$ cat src/rtl/dbg_cmd_sequencer.sv
// Debug command sequencer: collects cmd/addr/data frames from the UART RX stream,
// runs each command against the memory/run/PC controls and returns one response byte.
module dbg_cmd_sequencer #(
    parameter int ADDR_W         = 8,
    parameter int PC_W           = 8,
    parameter int TIMEOUT_CYCLES = 4096
) (
    input  logic              clk,
    input  logic              rst_n,
    input  logic [7:0]        rx_data,
    input  logic              rx_valid,
    output logic [7:0]        tx_data,
    output logic              tx_en,
    input  logic              tx_done,
    output logic [ADDR_W-1:0] mem_addr,
    output logic [7:0]        mem_wdata,
    output logic              mem_we,
    output logic              mem_re,
    input  logic [7:0]        mem_rdata,
    output logic              run,
    output logic              step_pulse,
    output logic              pc_load,
    output logic [PC_W-1:0]   pc_wdata,
    input  logic [PC_W-1:0]   pc_val,
    output logic              busy,
    output logic              frame_err
);

    typedef enum logic [2:0] {
        S_IDLE, S_GET_ADDR, S_GET_DATA, S_EXEC, S_MEM_WAIT, S_RESP, S_TX_WAIT
    } state_e;

    localparam logic [7:0] CMD_PING = 8'h01, CMD_WRITE = 8'h02, CMD_READ  = 8'h03,
                           CMD_RUN  = 8'h04, CMD_HALT  = 8'h05, CMD_STEP  = 8'h06,
                           CMD_SETPC = 8'h07, CMD_GETPC = 8'h08;
    localparam logic [7:0] RSP_PING = 8'hA5, RSP_ACK = 8'h06, RSP_NAK = 8'h15;
    localparam logic [31:0] TMO_LAST = 32'(TIMEOUT_CYCLES - 1);

    state_e              state_q, state_d;
    logic [7:0]          cmd_q, cmd_d, addr_q, addr_d;
    logic [31:0]         tmo_q, tmo_d;
    logic                run_q, run_d, tx_en_q, tx_en_d, mem_we_q, mem_we_d, mem_re_q, mem_re_d;
    logic                step_q, step_d, pc_load_q, pc_load_d, frame_err_q, frame_err_d;
    logic [7:0]          tx_data_q, tx_data_d, mem_wdata_q, mem_wdata_d, resp;
    logic [ADDR_W-1:0]   mem_addr_q, mem_addr_d;
    logic [PC_W-1:0]     pc_wdata_q, pc_wdata_d;
    logic                waiting, expire, fire;

    assign waiting = (state_q == S_GET_ADDR) || (state_q == S_GET_DATA);
    assign expire  = waiting && !rx_valid && (TIMEOUT_CYCLES != 0) && (tmo_q == TMO_LAST);
    // Side effects are registered off the third-byte edge so they land in the EXEC cycle.
    assign fire    = (state_q == S_GET_DATA) && rx_valid;

    always_ff @(posedge clk or negedge rst_n) begin
        if (!rst_n) state_q <= S_IDLE;
        else        state_q <= state_d;
    end

    always_comb begin
        state_d = state_q;
        case (state_q)
            S_IDLE:     if (rx_valid) state_d = S_GET_ADDR;
            S_GET_ADDR: if (rx_valid) state_d = S_GET_DATA; else if (expire) state_d = S_IDLE;
            S_GET_DATA: if (rx_valid) state_d = S_EXEC;     else if (expire) state_d = S_IDLE;
            S_EXEC:     state_d = (cmd_q == CMD_READ) ? S_MEM_WAIT : S_RESP;
            S_MEM_WAIT: state_d = S_RESP;
            S_RESP:     state_d = S_TX_WAIT;
            S_TX_WAIT:  if (tx_done) state_d = S_IDLE;
            default:    state_d = S_IDLE;
        endcase
    end

    always_comb begin
        resp = RSP_NAK;
        case (cmd_q)
            CMD_PING:                                 resp = RSP_PING;
            CMD_WRITE, CMD_RUN, CMD_HALT, CMD_SETPC:  resp = RSP_ACK;
            CMD_STEP:                                 resp = run_q ? RSP_NAK : RSP_ACK;
            CMD_GETPC:                                resp = 8'(pc_val);
            default:                                  resp = RSP_NAK;
        endcase
    end

    always_comb begin
        cmd_d       = cmd_q;
        addr_d      = addr_q;
        tmo_d       = (waiting && !rx_valid) ? tmo_q + 32'd1 : '0;
        run_d       = run_q;
        tx_en_d     = 1'b0;
        tx_data_d   = tx_data_q;
        mem_we_d    = 1'b0;
        mem_re_d    = 1'b0;
        mem_addr_d  = mem_addr_q;
        mem_wdata_d = mem_wdata_q;
        step_d      = 1'b0;
        pc_load_d   = 1'b0;
        pc_wdata_d  = pc_wdata_q;
        frame_err_d = expire;
        if (rx_valid) begin
            case (state_q)
                S_IDLE:     cmd_d  = rx_data;
                S_GET_ADDR: addr_d = rx_data;
                S_GET_DATA: ;
                default:    frame_err_d = 1'b1;
            endcase
        end
        if (fire) begin
            case (cmd_q)
                CMD_WRITE: begin
                    mem_we_d    = 1'b1;
                    mem_addr_d  = ADDR_W'(addr_q);
                    mem_wdata_d = rx_data;
                end
                CMD_READ: begin
                    mem_re_d   = 1'b1;
                    mem_addr_d = ADDR_W'(addr_q);
                end
                CMD_RUN:   run_d  = 1'b1;
                CMD_HALT:  run_d  = 1'b0;
                CMD_STEP:  step_d = !run_q;
                CMD_SETPC: begin
                    pc_load_d  = 1'b1;
                    pc_wdata_d = PC_W'(addr_q);
                end
                default: ;
            endcase
        end
        if (state_q == S_EXEC && cmd_q != CMD_READ) begin
            tx_en_d   = 1'b1;
            tx_data_d = resp;
        end
        if (state_q == S_MEM_WAIT) begin
            tx_en_d   = 1'b1;
            tx_data_d = mem_rdata;
        end
    end

    always_ff @(posedge clk or negedge rst_n) begin
        if (!rst_n) begin
            cmd_q <= '0; addr_q <= '0; tmo_q <= '0; run_q <= 1'b0;
            tx_en_q <= 1'b0; tx_data_q <= '0; mem_we_q <= 1'b0; mem_re_q <= 1'b0;
            mem_addr_q <= '0; mem_wdata_q <= '0; step_q <= 1'b0; pc_load_q <= 1'b0;
            pc_wdata_q <= '0; frame_err_q <= 1'b0;
        end else begin
            cmd_q <= cmd_d; addr_q <= addr_d; tmo_q <= tmo_d; run_q <= run_d;
            tx_en_q <= tx_en_d; tx_data_q <= tx_data_d; mem_we_q <= mem_we_d; mem_re_q <= mem_re_d;
            mem_addr_q <= mem_addr_d; mem_wdata_q <= mem_wdata_d; step_q <= step_d;
            pc_load_q <= pc_load_d; pc_wdata_q <= pc_wdata_d; frame_err_q <= frame_err_d;
        end
    end

    assign tx_data    = tx_data_q;
    assign tx_en      = tx_en_q;
    assign mem_addr   = mem_addr_q;
    assign mem_wdata  = mem_wdata_q;
    assign mem_we     = mem_we_q;
    assign mem_re     = mem_re_q;
    assign run        = run_q;
    assign step_pulse = step_q;
    assign pc_load    = pc_load_q;
    assign pc_wdata   = pc_wdata_q;
    assign busy       = (state_q != S_IDLE);
    assign frame_err  = frame_err_q;

endmodule

$ cat config.mk
export PLATFORM = sky130hd
export DESIGN_NAME = dbg_cmd_sequencer
export DESIGN_NICKNAME = d
export VERILOG_FILES = /design/src/rtl/dbg_cmd_sequencer.sv
export SDC_FILE = /design/constraint.sdc
export NUM_CORES = 1
export LEC_CHECK = 0
export CORE_AREA = 2 2 90 113
export DETAILED_ROUTE_END_ITERATION = 8
export DIE_AREA = 0 0 92 115
export PLACE_DENSITY = 0.64
export SLEW_MARGIN = 10
export SYNTH_ARGS = -nofsm -noshare
export SYNTH_HDL_FRONTEND = slang
export SYNTH_SLANG_ARGS = --single-unit
$ cat constraint.sdc
create_clock -name clk -period 4.4 [get_ports clk]
set_input_delay 0.88 -clock clk [delete_from_list [all_inputs] [get_ports clk]]
set_output_delay 0.88 -clock clk [all_outputs]
set_load 0.01 [all_outputs]
==> flow_metrics.env <==
export IMPL_status="completed"
export IMPL_rsz0062_at_grt="false"
export IMPL_worst_setup_path_start_kind="register"
export IMPL_first_pass_iters=4
export IMPL_setup_viol=0
export IMPL_place_hpwl_um=5690
export IMPL_cts_buffers=9
export IMPL_wl_per_cell_um=14.5
export IMPL_cts_tree="built"
export IMPL_synth_cell_types=52
export IMPL_grt_use_met3_pct=3.93
export IMPL_drcViolationCount=0
export IMPL_portBuffers=67
export IMPL_post_cts_buffers=0
export IMPL_fin_tns_setup_ns=0
export IMPL_clock_skew_ns=0.00683
export IMPL_synth_seq_cells=90
export IMPL_cts_sinks=90
export IMPL_grt_pass1_wl_um=13700
export IMPL_clkPwrFrac_pct=30.5
export IMPL_yosysSeqAreaShare_pct=54.1
export IMPL_antenna_found_initial=0
export IMPL_synth_top_area_share_pct=54.1
export IMPL_relSlewSlack_pct=30.6
export IMPL_cp_slowest_cell="clkdlybuf4s50_1"
export IMPL_p_switching_mw=0.777
export IMPL_routabilityCongestion=0.776
export IMPL_fmax_mhz=384
export IMPL_async_flop_share_pct=100
export IMPL_crit_chain="or3_1 -> clkdlybuf4s50_1"
export IMPL_cts_root_buf="clkbuf_16"
export IMPL_cts_clk_slew_worst_paths_ns=0.06
export IMPL_min_path_type="reg -> reg"
export IMPL_required_ns=3.52
export IMPL_syn_area_sq_um=4160
export IMPL_area_growth_pct=25.9
export IMPL_top_usage_layer="met2"
export IMPL_antenna_cells=0
export IMPL_fin_util_pct=55.1
export IMPL_slew_viol_final=0
export IMPL_hold_violations=0
export IMPL_drt_iter0_markers=90
export IMPL_finalCritPeriodShare_pct=59.2
export IMPL_crit_fanout=10
export IMPL_start_util_pct=43.8
export IMPL_worstSetupEndpointType="output pin"
export IMPL_ios=68
export IMPL_clockBufferDepth=2
export IMPL_die_area_sq_um=10600
export IMPL_critPathKind="reg -> out"
export IMPL_drive_above_1_share_pct=15.6
export IMPL_fp_dieW_um=92
export IMPL_cap_violations=0
export IMPL_postCtsHoldBufs=0
export IMPL_comb_power_share_pct=25.2
export IMPL_ys_top_cells_by_area="dfrtp_1, mux2_2, mux2_4"
export IMPL_grt_use_met2_pct=26.9
export IMPL_grt_max_degree=65
export IMPL_synth_edf_count=0
export IMPL_met1_usage_pct=21.2
export IMPL_vias_per_cell=5.10
export IMPL_grt_pass1_vias=2790
export IMPL_n_fill_cell=823
export IMPL_final_nets=454
export IMPL_critPathMaxStageDelay_ns=0.49
export IMPL_finalPower_mw=2.58
export IMPL_rows=40
export IMPL_syn_avg_cell_area_sq_um=11.6
export IMPL_cts_repair_resized=0
export IMPL_hold_slack_ns=0.479
export IMPL_irDropWorstVdd_v=0.000229
export IMPL_yosys_area_top_type="dfrtp_1"
export IMPL_yosys_warnings=0
export IMPL_coreArea_sq_um=9510
export IMPL_intPower_mw=1.81
export IMPL_postRouteAntennaNets=0
export IMPL_switching_share_pct=30.1
export IMPL_synth_top_flop_cell="dfrtp_1"
export IMPL_post_route_min_period_ns=2.60
export IMPL_die_height_um=115
export IMPL_clock_latency_ns=0.34
export IMPL_syn_inst=360
export IMPL_synth_common_cells="dfrtp_1, nor2_1, mux2_2"
export IMPL_vias=2837
export IMPL_wl_um=8080
export IMPL_p_per_area_nw_per_um2=494
export IMPL_seq_power_share_pct=44.3
export IMPL_synth_most_common_cell="dfrtp_1"
export IMPL_syn_nets=389
export IMPL_gr_usage_all_layers_pct=16.3
export IMPL_cp_arrival_ns=1.72
export IMPL_worst_pin_slew_ns=1.04
export IMPL_leakage_nw=2.31
export IMPL_h_tree_depth=3
export IMPL_grt_overflow_total=0
==> final cells by class <==
class | count | area, sq um | area share (%)
Multi-Input combinational cell | 244 | 1790 | 34.1
Clock inverter | 6 | 72.6 | 1.39
Sequential cell | 90 | 2250 | 43.0
Clock buffer | 10 | 239 | 4.56
Timing Repair Buffer | 70 | 691 | 13.2
Tap cell | 126 | 158 | 3.01
Inverter | 10 | 37.5 | 0.717
==> power by group through the flow <==
stage	combinational [mW]	clock (mW)	sequential, mW
5_1_grt	0.715	0.843	1.17
2_1_floorplan	0.476	0	1.10
3_3_place_gp	0.652	0	1.16
4_1_cts	0.664	0.808	1.15
3_5_place_dp	0.661	0	1.16
6_report	0.652	0.787	1.14
==> cells by family after synthesis <==
kind of cell | after synthesis | share of synthesized area (%)
AOI/OAI and AO/OA | 33 | 5.65
xor gates and xnor gates | 27 | 5.68
adders and majority gates | 1 | 0.301
buffers and inverters | 26 | 2.92
DFF | 90 | 54.1
muxes | 41 | 12.5
and+or+nand+nor | 142 | 18.8
==> routing by layer <==
metal	vias up	wire [um]
met5	-	0
met3	11	277
li1	1402	-
met1	1378	3600
met2	46	4080
met4	0	120
==> stage by stage <==
stage	area, sq um	worst slack (ns)	instances
3_3_place_gp	4930	1.50	540
5_1_grt	5240	1.60	556
3_5_place_dp	4930	1.40	540
4_1_cts	5240	1.77	556
2_1_floorplan	4160	2.19	360
6_report	5240	1.80	556
==> final timing paths <==
| path | startpoint | end | slack [ns] | cells after the start |
|---|---|---|---|---|
| worst max-delay path | state_q[1] | busy | 1.80 | 2 |
| worst min-delay path | tmo_q[0] | tmo_q[0] | 0.48 | 1 |
| worst max register to register | cmd_q[5] | pc_wdata[4] | 1.93 | 5 |
| worst min register to register | tmo_q[0] | tmo_q[0] | 0.48 | 1 |
| max in group asynchronous | rst_n | tmo_q[0] | 2.92 | 2 |
| min in group asynchronous | rst_n | mem_wdata[7] | 0.61 | 1 |
==> cell usage in the layout, fill, tap and decap left out, types with 2 or more instances in the layout <==
| master | count |
|---|---|
| nor2_1 | 43 |
| mux2_4 | 16 |
| nand2_8 | 2 |
| a222oi_1 | 2 |
| buf_4 | 4 |
| nor2b_1 | 3 |
| o31ai_1 | 2 |
| nand2_1 | 20 |
| or4_1 | 2 |
| xnor2_1 | 5 |
| a21o_1 | 2 |
| a221o_1 | 4 |
| nand2b_1 | 5 |
| nor3_1 | 8 |
| clkbuf_16 | 9 |
| nand4b_1 | 2 |
| nand4_1 | 9 |
| xor2_1 | 22 |
| nor4_1 | 8 |
| a21oi_1 | 9 |
| o21ai_0 | 6 |
| clkinv_4 | 2 |
| dfrtp_1 | 90 |
| inv_1 | 10 |
| nand3_1 | 13 |
| clkdlybuf4s50_1 | 66 |
| and3_1 | 4 |
| and2_1 | 4 |
| mux2_2 | 24 |
| and4_1 | 6 |
| or3_1 | 4 |
==> flip-flops by register name, summed over array words and instances, names as in the netlist, 3 cells and up <==
| register | count |
|---|---|
| addr_q | 8 |
| cmd_q | 8 |
| mem_addr | 8 |
| mem_wdata | 8 |
| pc_wdata | 8 |
| state_q | 3 |
| tmo_q | 32 |
| tx_data | 8 |
==> critical path: cells and delay by family (launching register included) <==
kind,cells,cell delay [ns]
buffers and inverters,1,0.49
and+or+nand+nor,1,0.43
DFF,1,0.47
No activity file was read; power rests on OpenSTA's default activity.
